File: src/rtl/flash_bus_arbiter.sv
// Two-master arbiter for the shared parallel flash bus: round-robin grant with a
// req/ack handshake, an owner pin mux, forced idle turnaround and a hold-time monitor.
module flash_bus_arbiter #(
    parameter int TURN_CYCLES = 2,
    parameter int MAX_HOLD    = 4096
) (
    input  logic        clk,
    input  logic        reset_n,
    input  logic [1:0]  req,
    output logic [1:0]  ack,
    input  logic [21:0] addr0,
    input  logic [21:0] addr1,
    input  logic [15:0] dout0,
    input  logic [15:0] dout1,
    input  logic [1:0]  cs_n,
    input  logic [1:0]  oe_n,
    input  logic [1:0]  we_n,
    input  logic [1:0]  oen_en,
    output logic [21:0] flashAddr,
    output logic [15:0] flashDataOut,
    output logic        flashCS,
    output logic        flashOE,
    output logic        flashWE,
    output logic        flashEnableOutput,
    output logic        owner,
    output logic        hold_err,
    output logic [1:0]  fsm_state
);

    // Handshake: req[i] is raised to ask for the bus and held for the whole flash
    // operation; ack[i] rises one edge after the grant decision and falls one edge
    // after req[i] is sampled low. At most one ack bit is ever set.

    localparam int HOLD_W = (MAX_HOLD > 1) ? $clog2(MAX_HOLD + 1) : 1;
    localparam logic [HOLD_W:0] HOLD_LIMIT = (HOLD_W + 1)'(MAX_HOLD);
    localparam logic [3:0] TURN_LOAD = 4'(TURN_CYCLES - 1);

    typedef enum logic [1:0] {
        ST_IDLE   = 2'd0,
        ST_GRANT0 = 2'd1,
        ST_GRANT1 = 2'd2,
        ST_TURN   = 2'd3
    } state_t;

    state_t            state, state_next;
    logic              last, last_next;
    logic              owner_next;
    logic [3:0]        turn_cnt, turn_next;
    logic [HOLD_W-1:0] hold_cnt;
    logic [HOLD_W:0]   hold_inc;
    logic              in_grant;
    logic              other_req;

    assign fsm_state = state;
    assign in_grant  = (state == ST_GRANT0) || (state == ST_GRANT1);
    assign other_req = (state == ST_GRANT0) ? req[1] : req[0];
    assign hold_inc  = {1'b0, hold_cnt} + 1'b1;

    always_comb begin
        state_next = state;
        last_next  = last;
        owner_next = owner;
        turn_next  = turn_cnt;
        case (state)
            ST_IDLE: begin
                if (req[0] && (!req[1] || last)) begin
                    state_next = ST_GRANT0;
                    owner_next = 1'b0;
                end else if (req[1]) begin
                    state_next = ST_GRANT1;
                    owner_next = 1'b1;
                end
            end
            ST_GRANT0: begin
                if (!req[0]) begin
                    state_next = ST_TURN;
                    last_next  = 1'b0;
                    turn_next  = TURN_LOAD;
                end
            end
            ST_GRANT1: begin
                if (!req[1]) begin
                    state_next = ST_TURN;
                    last_next  = 1'b1;
                    turn_next  = TURN_LOAD;
                end
            end
            ST_TURN: begin
                if (turn_cnt == 4'd0) begin
                    state_next = ST_IDLE;
                end else begin
                    turn_next = turn_cnt - 4'd1;
                end
            end
            default: state_next = ST_IDLE;
        endcase
    end

    always_ff @(posedge clk or negedge reset_n) begin
        if (!reset_n) begin
            state    <= ST_IDLE;
            ack      <= 2'b00;
            last     <= 1'b1;
            owner    <= 1'b0;
            turn_cnt <= 4'd0;
            hold_cnt <= '0;
            hold_err <= 1'b0;
        end else begin
            state    <= state_next;
            ack      <= {state_next == ST_GRANT1, state_next == ST_GRANT0};
            last     <= last_next;
            owner    <= owner_next;
            turn_cnt <= turn_next;
            // Counts only the cycles the other side spends waiting on this grant.
            if (state == ST_IDLE) begin
                hold_cnt <= '0;
            end else if (in_grant && other_req) begin
                if (hold_cnt != '1) begin
                    hold_cnt <= hold_cnt + 1'b1;
                end
                if ((MAX_HOLD != 0) && (hold_inc >= HOLD_LIMIT)) begin
                    hold_err <= 1'b1;
                end
            end
        end
    end

    always_comb begin
        flashAddr         = 22'd0;
        flashDataOut      = 16'd0;
        flashCS           = 1'b1;
        flashOE           = 1'b1;
        flashWE           = 1'b1;
        flashEnableOutput = 1'b0;
        case (state)
            ST_GRANT0: begin
                flashAddr         = addr0;
                flashDataOut      = dout0;
                flashCS           = cs_n[0];
                flashOE           = oe_n[0];
                flashWE           = we_n[0];
                flashEnableOutput = oen_en[0];
            end
            ST_GRANT1: begin
                flashAddr         = addr1;
                flashDataOut      = dout1;
                flashCS           = cs_n[1];
                flashOE           = oe_n[1];
                flashWE           = we_n[1];
                flashEnableOutput = oen_en[1];
            end
            default: ;
        endcase
    end

endmodule

File: config.mk
export PLATFORM = sky130hd
export DESIGN_NAME = flash_bus_arbiter
export DESIGN_NICKNAME = d
export VERILOG_FILES = /design/src/rtl/flash_bus_arbiter.sv
export SDC_FILE = /design/constraint.sdc
export NUM_CORES = 1
export LEC_CHECK = 0
export BUFFER_PORTS_ARGS = -buffer_cell sky130_fd_sc_hd__buf_2
export CAP_MARGIN = 20
export CORE_MARGIN = 4
export CORE_UTILIZATION = 45
export DETAILED_ROUTE_END_ITERATION = 6
export PLACE_DENSITY = 0.86
export REMOVE_ABC_BUFFERS = 1
export SYNTH_ARGS = -nofsm -noshare
export SYNTH_HDL_FRONTEND = slang
export SYNTH_SLANG_ARGS = --single-unit
File: constraint.sdc
create_clock -name clk -period 4.1 [get_ports clk]
set_input_delay 0.41 -clock clk [delete_from_list [all_inputs] [get_ports clk]]
set_output_delay 0.41 -clock clk [all_outputs]
set_load 0.03 [all_outputs]
==> impl_metrics.env <==
export IMPL_syn_area_um2=1907
export IMPL_num_vias=2395
export IMPL_io_buffer_count=135
export IMPL_start_kind="flip-flop"
export IMPL_fin_crit_sh_pct=69.84
export IMPL_synthArstFlopShare_pct=100.0
export IMPL_tns_ns=0
export IMPL_hp_class="input pin to async pin"
export IMPL_cts_sinks=24
export IMPL_ctsHtreeMaxLevel=1
export IMPL_fin_hold_ws_ns=0.1134
export IMPL_place_hpwl_um=5112
export IMPL_die_h_um=73.10
export IMPL_drv_cap=0
export IMPL_grt_pass1_wl_um=9894
export IMPL_p_per_area_nw_per_um2=801.7
export IMPL_antenna_cells=0
export IMPL_cts_buffers=3
export IMPL_cts_tree="built"
export IMPL_antenna_found_initial=0
export IMPL_final_area_um2=2645
export IMPL_wl_per_cell_um=15.85
export IMPL_intPower_mw=0.8525
export IMPL_p_leak_nw=1.358
export IMPL_grt_max_degree=47
export IMPL_synth_ff_type="dfrtp_1"
export IMPL_max_vdd_ir_drop_mv=0.6353
export IMPL_initial_core_util_pct=46.99
export IMPL_pwr_share_seq_pct=15.5
export IMPL_arrival_ns=2.45
export IMPL_ys_top_cells_by_count="nor2_1 (48), a22oi_1 (39), dfrtp_1 (23)"
export IMPL_synthTopCellsByArea="dfrtp_1 (30%), a22oi_1 (15%), nor2_1 (9.4%), ha_1 (3.9%), a21oi_1 (3.1%)"
export IMPL_clockPowerShare_pct=7.5
export IMPL_std_cell_rows=23
export IMPL_wl_um=6609
export IMPL_relSlewSlack_pct=40.84
export IMPL_path_class="flip-flop to output port"
export IMPL_syn_area_per_cell_um2=7.815
export IMPL_finClkSkew_ns=0.001065
export IMPL_reg2reg_slack_ns=1.31
export IMPL_yosysUniqueCellTypes=44
export IMPL_status="finished, final reports clean"
export IMPL_synth_top_area_share_pct=30.18
export IMPL_die_x_um=73.10
export IMPL_drc=0
export IMPL_postCtsSetupBuffers=0
export IMPL_worstSetupPathDepth=6
export IMPL_drtAntennaViolNets=0
export IMPL_overflow=0
export IMPL_cts_root_buf="clkbuf_8"
export IMPL_ys_ff_latch=24
export IMPL_pre_cts_slack_ns=1.375
export IMPL_drive_above_1_share_pct=40.33
export IMPL_grt_total_usage_pct=23.36
export IMPL_rr_startpoint="fsm_state[1]"
export IMPL_synth_largest_area_cell="dfrtp_1"
export IMPL_rsz0062_at_grt="false"
export IMPL_p_switching_mw=1.268
export IMPL_combPwrFrac_pct=76.9
export IMPL_synth_edf_count=0
export IMPL_cp_max_fo=25
export IMPL_coreArea_um2=4058
export IMPL_min_period_ns=2.863
export IMPL_drtIter0Drc=194
export IMPL_reg2regPathDepth=6
export IMPL_slew_violations=0
export IMPL_place_congestion=0.8548
export IMPL_power_share_switching_pct=59.79
export IMPL_dr_pass1_iters=4
export IMPL_finalSetupViolCount=0
export IMPL_crit_path_end="flashAddr[21]"
export IMPL_clk_pin_slew_ns=0.08
export IMPL_fmax_ghz=0.3492
export IMPL_cp_startpoint="fsm_state[1]"
export IMPL_critPathTopFamily="buffers and inverters"
export IMPL_detail_route_vias_per_cell=5.743
export IMPL_fp_dieArea_um2=5343
export IMPL_pin_count=136
export IMPL_critPathCaptureType="output port"
export IMPL_hold_violations=0
export IMPL_layout_setup_ws_ns=1.237
export IMPL_crit_chain="inv_1 > ha_1 > buf_4 > a22oi_1 > nor2_1 > buf_2"
export IMPL_area_growth_pct=38.71
export IMPL_worst_pin_slew_ns=0.8873
export IMPL_cp_slowest_stage_delay_ns=0.75
export IMPL_seq_area_frac_synth_pct=31.56
export IMPL_post_cts_resized=0
export IMPL_ys_warn_count=0
export IMPL_dpl_cell_area_um2=2590
export IMPL_syn_inst=244
export IMPL_hold_buffers=0
export IMPL_cp_slowest_cell="ha_1"
export IMPL_critPathBufInv=3
export IMPL_cp_data_required_time_ns=3.69
export IMPL_post_route_util_pct=65.19
export IMPL_clockBufferDepth=2
export IMPL_nets=462
export IMPL_yosysMostFrequentCell="nor2_1"
export IMPL_r2r_end="hold_cnt[7]"
export IMPL_insertion_delay_ns=0.26
export IMPL_grt_pass1_vias=2065
worst min path at each step:
stage,startpoint,endpoint,slack [ns],depth (start not counted)
after floorplan,reset_n,ack[0],0.11,0
after global placement,reset_n,hold_cnt[11],0.42,1
after detailed placement,reset_n,hold_cnt[9],0.43,1
after CTS,reset_n,hold_cnt[9],0.13,1
after global routing,reset_n,hold_cnt[11],0.15,1
final,reset_n,hold_cnt[10],0.11,1
registers in the layout, indices dropped and copies added, names as in the netlist:
register and flops:
hold_cnt 13, turn_cnt 4, ack 2, fsm_state 2, hold_err 1, last 1
owner 1
routing by layer:
layer	global-route usage, %	wire (um)
met3	5.234	700
met1	28.35	2438
met5	0	0
met4	7.172	121
met2	40.81	3348
cell usage in the layout (no fill, tap or decap), types with 2 or more instances in the layout:
master,count
dfrtp_1,23
nor2b_1,3
nand4_1,6
nand3_1,6
a22o_1,2
ha_1,6
nand2_1,12
inv_1,10
o31ai_1,4
mux2_2,2
nor3_1,3
o22ai_1,2
buf_4,2
a31oi_1,4
o21ai_0,3
a21oi_1,12
a221o_1,3
and3_1,3
o211ai_1,2
or3_1,5
buf_2,135
clkbuf_8,4
o41ai_1,2
or4_1,5
a311oi_1,2
nor2_1,48
a22oi_1,39
mux2i_1,2
per-stage QoR:
stage | cells | total power, mW
after global placement | 413 | 1.931
final | 417 | 2.120
after CTS | 417 | 2.125
after floorplan | 226 | 1.497
after detailed placement | 413 | 1.962
after global routing | 417 | 2.270
power by group through the flow:
stage          clock network (mW)  logic (mW)  registers (mW)
2_1_floorplan                   0        1.13           0.371
3_3_place_gp                    0        1.60           0.328
6_report                    0.159        1.63           0.330
5_1_grt                     0.175        1.76           0.337
3_5_place_dp                    0        1.63           0.334
4_1_cts                     0.164        1.63           0.329
cell families after synthesis:
family / Yosys count / synth area share, %
adder cells (fa/ha/maj): 6 / 3.937
buffers and inverters: 29 / 5.840
flip-flops: 24 / 31.56
AND/OR/NAND/NOR: 98 / 24.67
multiplexers: 5 / 3.018
AO/OA/AOI/OAI: 82 / 30.97
worst reg2reg max path, cell delays in order, from the launching register on:
cell and delay [ns]:
dfrtp_1 0.44, inv_1 0.13, ha_1 0.75, mux2_4 0.34, or3b_1 0.46, or4_1 0.44
a21oi_1 0.16
area by class of cell:
cell class | instances | area [um^2]
well taps | 50 | 62.56
fillers | 375 | 1413
clock buffers | 4 | 55.05
multi-input cells | 191 | 1194
repair buffers | 137 | 690.7
inverters | 11 | 41.29
flip-flops and latches | 24 | 601.8
No activity file was read; power rests on OpenSTA's default activity.
